[src/rtl/fetch_unit.sv]
// -----------------------------------------------------------------------------
// fetch_unit
// Front-end instruction fetch stage. It owns the fetch PC, issues one
// instruction-memory request at a time, and presents PC/instr to decode under
// a stall handshake. A writeback redirect (flush/flush_addr) discards in-flight
// fetches. A sticky halt stops the unit until reset.
//
// Optional feature macro: FETCH_MISALIGN_EXC_EN
//   Defined   : a flush to a non-word-aligned address issues no request. It
//               presents a single instruction-address-misaligned exception
//               (exception=0) and then idles until the next flush.
//   Undefined : flush_addr[1:0] is ignored and exception_valid stays 0.
//
// Ports
//   clk              clock, all state on rising edge
//   reset            asynchronous active-low reset
//   flush/flush_addr redirect request and target PC from writeback
//   halt             sticky halt from writeback
//   stall            decode not ready; hold the presented instruction
//   imem_req/addr    single-cycle request strobe and address
//   imem_resp_valid  response strobe; imem_resp_data carries the word
//   PC/instr         presented instruction and its PC
//   pipeline_valid   PC/instr valid to decode
//   exception_valid  fetch exception flag (qualified by pipeline_valid)
//   exception        exception cause
// -----------------------------------------------------------------------------
module fetch_unit #(
  parameter logic [31:0] RESET_PC  = 32'h0000_0000,
  parameter logic [31:0] NOP_INSTR = 32'h0000_0013
) (
  input  logic        clk,
  input  logic        reset,
  input  logic        flush,
  input  logic [31:0] flush_addr,
  input  logic        halt,
  input  logic        stall,
  output logic        imem_req,
  output logic [31:0] imem_addr,
  input  logic        imem_resp_valid,
  input  logic [31:0] imem_resp_data,
  output logic [31:0] PC,
  output logic [31:0] instr,
  output logic        pipeline_valid,
  output logic        exception_valid,
  output logic [3:0]  exception
);

  // S_EXC is only entered when the misaligned-flush exception is built in.
  typedef enum logic [2:0] {
    S_IDLE, S_REQ, S_WAIT, S_HOLD, S_HALTED, S_EXC
  } state_t;

  state_t      state_q, state_d;
  logic        kill_q, kill_d;           // drop the next response
  logic [31:0] fetch_pc_q, fetch_pc_d;
  logic [31:0] buf_q, buf_d;             // one-entry response buffer (HOLD)
  logic [31:0] pc_q, pc_d;
  logic [31:0] instr_q, instr_d;
  logic        valid_q, valid_d;
  logic        exc_valid_q, exc_valid_d;
  logic        load;
  logic [31:0] load_data;

  // The request is a pure function of state, so it is high for exactly the
  // single REQ cycle.
  assign imem_req        = (state_q == S_REQ);
  assign imem_addr       = (state_q == S_REQ) ? fetch_pc_q : 32'h0;
  assign PC              = pc_q;
  assign instr           = instr_q;
  assign pipeline_valid  = valid_q;
  assign exception_valid = exc_valid_q;
  assign exception       = 4'd0;

  always_comb begin
    // NOTE: every signal gets a default first so no path leaves one
    // unassigned; a missed assignment in always_comb infers a latch.
    state_d     = state_q;
    kill_d      = kill_q;
    fetch_pc_d  = fetch_pc_q;
    buf_d       = buf_q;
    pc_d        = pc_q;
    instr_d     = instr_q;
    valid_d     = valid_q;
    exc_valid_d = exc_valid_q;
    load        = 1'b0;
    load_data   = imem_resp_data;

    if (state_q == S_HALTED) begin
      valid_d     = 1'b0;
      instr_d     = NOP_INSTR;
      exc_valid_d = 1'b0;
    end else if (halt) begin
      // Halt wins over a simultaneous flush; the outstanding response is
      // simply never consumed.
      state_d     = S_HALTED;
      kill_d      = 1'b0;
      valid_d     = 1'b0;
      instr_d     = NOP_INSTR;
      exc_valid_d = 1'b0;
    end else if (flush) begin
      valid_d     = 1'b0;
      instr_d     = NOP_INSTR;
      exc_valid_d = 1'b0;
      fetch_pc_d  = flush_addr & ~32'h3;
      // A request still in flight must have its response discarded. A
      // response arriving in the flush cycle itself is dropped right here.
      case (state_q)
        S_REQ:   kill_d = 1'b1;
        S_WAIT:  kill_d = !imem_resp_valid;
        S_EXC:   if (imem_resp_valid) kill_d = 1'b0;
        default: ;
      endcase
      if (state_q == S_REQ || (state_q == S_WAIT && !imem_resp_valid))
        state_d = S_WAIT;
      else
        state_d = S_REQ;
`ifdef FETCH_MISALIGN_EXC_EN
      if (flush_addr[1:0] != 2'b00) begin
        state_d     = S_EXC;
        fetch_pc_d  = flush_addr;
        pc_d        = flush_addr;
        valid_d     = 1'b1;
        exc_valid_d = 1'b1;
      end
`endif
    end else begin
      // Decode consumed (or never had) the presented slot.
      if (!stall) begin
        valid_d     = 1'b0;
        instr_d     = NOP_INSTR;
        exc_valid_d = 1'b0;
      end
      case (state_q)
        S_IDLE: state_d = S_REQ;
        S_REQ:  state_d = S_WAIT;
        S_WAIT: begin
          if (imem_resp_valid) begin
            if (kill_q) begin
              kill_d  = 1'b0;
              state_d = S_REQ;
            end else if (!valid_q || !stall) begin
              load = 1'b1;
            end else begin
              buf_d   = imem_resp_data;
              state_d = S_HOLD;
            end
          end
        end
        S_HOLD: begin
          if (!stall) begin
            load      = 1'b1;
            load_data = buf_q;
          end
        end
        S_EXC: begin
          // Idle until the next flush; a stale response only retires the kill.
          if (imem_resp_valid) kill_d = 1'b0;
        end
        default: state_d = S_IDLE;
      endcase
      if (load) begin
        pc_d        = fetch_pc_q;
        instr_d     = load_data;
        valid_d     = 1'b1;
        exc_valid_d = 1'b0;
        fetch_pc_d  = fetch_pc_q + 32'd4;
        state_d     = S_REQ;
      end
    end
  end

  always_ff @(posedge clk or negedge reset) begin
    if (!reset) begin
      // NOTE: the buffer is a single register, so it is reset with the rest;
      // its contents are never observed unless state is HOLD.
      state_q     <= S_IDLE;
      kill_q      <= 1'b0;
      fetch_pc_q  <= RESET_PC;
      buf_q       <= 32'h0;
      pc_q        <= 32'h0;
      instr_q     <= NOP_INSTR;
      valid_q     <= 1'b0;
      exc_valid_q <= 1'b0;
    end else begin
      // NOTE: non-blocking assignments so every register samples the values
      // from before this edge, independent of statement order.
      state_q     <= state_d;
      kill_q      <= kill_d;
      fetch_pc_q  <= fetch_pc_d;
      buf_q       <= buf_d;
      pc_q        <= pc_d;
      instr_q     <= instr_d;
      valid_q     <= valid_d;
      exc_valid_q <= exc_valid_d;
    end
  end

endmodule

[config.mk]
export PLATFORM = sky130hd
export DESIGN_NAME = fetch_unit
export DESIGN_NICKNAME = d
export VERILOG_FILES = /design/src/rtl/fetch_unit.sv
export SDC_FILE = /design/constraint.sdc
export NUM_CORES = 1
export LEC_CHECK = 0
export CORE_ASPECT_RATIO = 1.4
export CORE_MARGIN = 2
export CORE_UTILIZATION = 35
export DETAILED_ROUTE_END_ITERATION = 10
export PLACE_DENSITY = 0.6
export SLEW_MARGIN = 10
export SYNTH_ARGS = -nofsm -noshare
export SYNTH_HDL_FRONTEND = slang
export SYNTH_SLANG_ARGS = --single-unit
[constraint.sdc]
create_clock -name clk -period 1.6 [get_ports clk]
set_input_delay 0.24 -clock clk [delete_from_list [all_inputs] [get_ports clk]]
set_output_delay 0.24 -clock clk [all_outputs]
set_load 0.01 [all_outputs]
Word-level counts from Yosys, hierarchy flattened
Index checks and enable logic that the tools add are counted.

cells by class
  reductions and logical operators = 16
  add/subtract/negate cells = 1
  bitwise operators = 5
  eq/ne operators = 10
  muxes and demuxes = 40

operator list
  kind                                                   count
  two-way mux 32 bit                                     10
  adder 32 x 3 -> 32 bit, second input constant          1
  two-way mux 1 bit                                      20
  two-way mux 3 bit                                      6
  one-hot mux 3 bit (4 select lines)                     1
  AND reduction 4 bit                                    2
  AND reduction 7 bit                                    1
  equality test 3 x 2 -> 1 bit, second input constant    2
  equality test 3 bit, second input constant             2
  inequality test 6 x 5 -> 1 bit, second input constant  1
  AND reduction 3 bit                                    2
  inequality test 5 x 1 -> 1 bit, second input constant  1
  inequality test 5 x 3 -> 1 bit, second input constant  1
  inequality test 5 x 4 -> 1 bit, second input constant  1
  NOT 1 bit                                              5
  inequality test 4 x 1 -> 1 bit, second input constant  1
  OR reduction 2 bit                                     2
  equality test 3 x 1 -> 1 bit, second input constant    1
  logical NOT 1 bit                                      3
  logical NOT 3 bit                                      1
  one-hot mux 1 bit (3 select lines)                     1
  nonzero test 3 bit                                     1
  logical OR 1 bit                                       2
  two-way mux 2 bit                                      1
  3 further kinds                                        3

word-level totals
  output and inout bits = 103
  bits of input ports = 70
  bits in registers = 134
  logic and storage cells = 80

Longest topological paths before layout
  depth in word-level cells = 13
  gate-level depth with buffers = 8

Least setup slack after synthesis
OpenSTA, ideal clock, no wires.

  kind = register to register
  from = register state_q[0]
  to = register buf_q[1]
  setup time = 0.125 ns
  clock period less this slack = 1.720 ns
  slack = -0.120 ns
  data arrival time = 1.595 ns
  cell stages (with the launch flop) = 6
  path buffers = 2
  path through = dfrtp_1 buf_2 nand4bb_1 nor4_4 buf_2 mux2_2

between the ends
  word-level cells in the longest chain between the ends = 3

ends and longest elaborated chain
  element                          RTL line  text
  start, declared                  53        state_t state_q, state_d;
  start signal, assigned           187       state_q <= state_d;
  equality test 3 bit              88        if (state_q == S_HALTED) begin
  NOT 1 bit (no line)              -
  AND reduction 7 bit (no line) *  -
  end signal, assigned             190       buf_q <= buf_d;
  end, declared                    56        logic [31:0] buf_q, buf_d;

Mark *: on every way between the ends. The rest lies on a longest branch, timed or not.
A chain may end at the register's enable or synchronous reset.

Worst setup path after layout
  from = register state_q[0]
  to = register fetch_pc_q[27]

between the ends
  word-level cells in the longest chain between the ends = 7

ends and longest elaborated chain
  element                             RTL line  text
  equality test 3 x 2 -> 1 bit        133       case (state_q)
  one-hot mux 1 bit (2 select lines)  133
  two-way mux 1 bit                   100       end else if (flush) begin
  two-way mux 1 bit                   92        end else if (halt) begin
  two-way mux 1 bit                   88
  nonzero test 2 bit (no line)        -
  AND reduction 3 bit (no line) *     -
  end signal, assigned                189       fetch_pc_q <= fetch_pc_d;
  end, declared                       55        logic [31:0] fetch_pc_q, fetch_pc_d;

Mark *: on every way between the ends. The rest lies on a longest branch, timed or not. The select of a mux whose other input is x is not followed.

==> flow_summary_export.csv <==
group,metric,value,unit
status,outcome,"complete, but fails checks",
status,failed_checks,"setup timing",
synth,synth_top_flop_cell,"dfrtp_1",
floorplan,chipWidth,120,µm
synth,yosys_warnings,0,
finish,seqCellArea,0.00323,mm²
floorplan,ioPinCount,173,
synth,post_synth_main_area_contributors,"dfrtp_1 48%, nand2_1 8.6%, mux2i_1 7.6%",
sta,finalSetupViolCount,160,
sta,finalWorstPathRequiredPeriod,1850,ps
synth,main_combinational_cell_family_by_area_after_synthesis,"simple AND/OR/NAND/NOR gates",
synth,yosys-mux-area-fraction,0.133,
drt,detailroute.via_count,6317,
drt,avgRoutedWirePerCell,19.0,µm
synth,synth_largest_area_cell,"dfrtp_1",
place,finalWeightedCongestion,0.893,
finish,post_route_cells_drive_above_1_share,0.369,
global_routing,grt_pass1_vias,6505,
synth,yosys_reg_bits,129,
cts,clock_tree.buffer_depth,2,
drt,finalWirelength,22900,µm
min_path,holdCritPathClass,"input port to asynchronous set/reset pin",
place,post_dp_cell_area,0.00916,mm²
finish,instances_no_fill,1205,
power_and_ir_drop,vdd_drop_max,0.000607,V
synth,synth_largest_type_area_fraction,0.480,
power_and_ir_drop,leakage,5.65,nW
floorplan,die_h,166,µm
setup_path,r2r_slack,-250,ps
finish,final_design_area_no_fill,0.0110,mm²
finish,antennaDiodeCount,0,
flow_run,cap_viol_max_count,0,
cts,tritoncts,"yes",
setup_path,cp-startpoint,"state_q[0]",
finish,syn_to_final_growth,67.8,%
synth,netlist_instances,674,
synth,synthesis.area_per_instance,9.76,µm²
setup_path,setup.worst_path.class,"register to register",
global_routing,grt_pass1_wl,33600,µm
synth,number_of_enable_flip_flop_cells_after_synthesis,0,
synth,ys_top_cells_by_count,"150 x nand2_1, 126 x dfrtp_1, 50 x mux2i_1",
setup_path,crit-reg2reg-capture,"fetch_pc_q[27]",
drt,drt.antenna.violating_nets,0,
synth,post_synth_instance_area,0.00658,mm²
sta,clock.fmax,0.541,GHz
setup_path,worst_setup_path_end_kind,"register",
cts,cts.reportedPaths.clkPinSlew,60,ps
drt,drc_errors,0,
sta,setup_repair_after_global_routing_missed_its_margin,"yes",
synth,complex_gate_fraction_of_the_synthesized_area,0.109,
setup_path,critical_path_required,1920,ps
global_routing,grt_start_max_net_pins,58,
finish,multi_input_comb_area,0.00358,mm²
sta,final-max-slew-violation-count,0,
sta,timing_hold_violations_final,0,
synth,post_synth_fa_ha_maj_area_fraction,0.00190,
synth,post_synth_and_or_nand_nor_area_fraction,0.210,
place,numPortBuffers,161,
place,sum_of_net_half_perimeters_after_detailed_placement,15000,µm
finish,number_of_inserted_filler_cells_in_the_final_layout,1558,
drt,firstDrtPassIters,6,
sta,holdWs,249,ps
setup_path,critical_path_fanouts_max,6,
floorplan,placementRows,59,
synth,post_synth_xor_area_fraction,0.00133,
global_routing,grt_antenna_before_repair,0,
floorplan,design.die.area,0.0199,mm²
synth,synth.yosys.seq_area_share,0.492,
synth,yosysUniqueCellTypes,67,
power_and_ir_drop,power_density,721,mW/mm²
place,post-place-ws,-528,ps
drt,drt-vias-per-instance,5.24,
floorplan,design.core.area,0.0185,mm²
drt,drt_iter0_markers,382,
cts,clock_sink_count,129,
finish,fin_nets,1019,
sta,fin_crit_sh,1.16,
place,placedCellCount,1136,
global_routing,overall_routing_resource_usage,0.213,
setup_path,start_kind,"register",
setup_path,ff2ff_path_depth,6,
synth,synth_most_common_cell,"nand2_1",
synth,async_flop_share,1.00,
sta,tightest_slew,528,ps
cts,clock_insertion_delay_worst_skew,430,ps
sta,max_clock_skew,7.31,ps
sta,worst_slew_margin_rel,0.645,
global_routing,global_route.overflow_total,0,
setup_path,r2r-start,"state_q[0]",
cts,root_buffer,"clkbuf_16",
sta,final_critical_path_setup_slack,-249,ps
cts,cts_buffers,17,
setup_path,worst-endpoint-arrival,2170,ps
cts,cts.htree.levels,4,
floorplan,initial_core_util,0.355,
timing repair:
item	in CTS	in global routing
gates resized for setup	186	204
hold buffers	1	0
hold endpoints to repair	26	0
buffers inserted	1	24
pin swaps	19	49
gates cloned	2	11
setup endpoints to repair	176	200
layout by cell type, fill, tap and decap left out, drive strengths merged, types with 5 or more instances in the layout:
| master | synthesis | final |
|---|---|---|
| inv | 9 | 11 |
| o22ai | 16 | 16 |
| dfrtp | 126 | 126 |
| nand2 | 150 | 150 |
| conb | 1 | 9 |
| buf | 38 | 168 |
| nor3 | 11 | 11 |
| mux2 | 33 | 33 |
| dlymetal6s2s | 0 | 40 |
| clkinv | 0 | 6 |
| nand3 | 14 | 14 |
| mux2i | 50 | 50 |
| o21ai | 41 | 41 |
| clkdlybuf4s50 | 0 | 85 |
| and3 | 38 | 38 |
| nor2 | 22 | 22 |
| clkbuf | 22 | 26 |
| a21oi | 20 | 20 |
| nor4 | 5 | 5 |
| a22oi | 8 | 8 |
| nand4 | 21 | 21 |
power by group:
part | internal [mW] | total (mW) | switching [mW]
sequential | 3.30 | 3.33 | 0.0312
combinational | 0.291 | 0.577 | 0.286
clock | 2.47 | 4.05 | 1.57
total | 6.07 | 7.96 | 1.89
state kept, by name (all words and copies together) (netlist names):
signal          cells
PC                 30
buf_q              32
fetch_pc_q         30
instr              32
kill_q              1
pipeline_valid      1
state_q             3
per-layer routing:
metal / global-route usage / share of wire / up-vias
li1: - / - / 2920
met1: 0.238 / 0.37 / 3165
met2: 0.382 / 0.56 / 198
met3: 0.0491 / 0.045 / 34
met4: 0.0931 / 0.023 / 0
met5: 0 / 0 / -
cell families after synthesis:
family / count (synthesis)
AOI/OAI and AO/OA: 110
and+or+nand+nor: 280
DFF: 129
xor gates and xnor gates: 1
adders and majority gates: 1
buffers and inverters: 69
muxes: 83
other: 1
per-stage QoR:
| step | TNS [ps] | utilization | power (mW) |
|---|---|---|---|
| after floorplan | -2750 | - | 3.55 |
| after global placement | -60020 | 0.494 | 3.92 |
| after detailed placement | -63080 | 0.494 | 3.94 |
| after CTS | -25980 | 0.535 | 8.03 |
| after global routing | -37480 | 0.596 | 8.26 |
| final | -27050 | 0.596 | 7.96 |
worst max path at each step:
stage,to,slack [ps]
global placement,buf_q[19],-500
finish,fetch_pc_q[27],-250
global route,fetch_pc_q[11],-300
detailed placement,instr[19],-530
CTS,fetch_pc_q[27],-230
floorplan,buf_q[1],-80
critical path, stage by stage (launching register included):
cell and delay [ps]:
dfrtp_1 400, buf_6 150, and4bb_4 360, a21o_4 200, nand3_4 100, o31a_1 260, a311oi_2 270
area by class of cell:
| cell class | count | area share |
|---|---|---|
| clock buffers | 18 | 0.0389 |
| clock inverters | 14 | 0.0164 |
| inverters | 9 | 0.00352 |
| multi-input cells | 485 | 0.325 |
| flip-flops and latches | 129 | 0.293 |
| well taps | 244 | 0.0277 |
| repair buffers | 306 | 0.295 |
No activity file was read; power rests on OpenSTA's default activity.
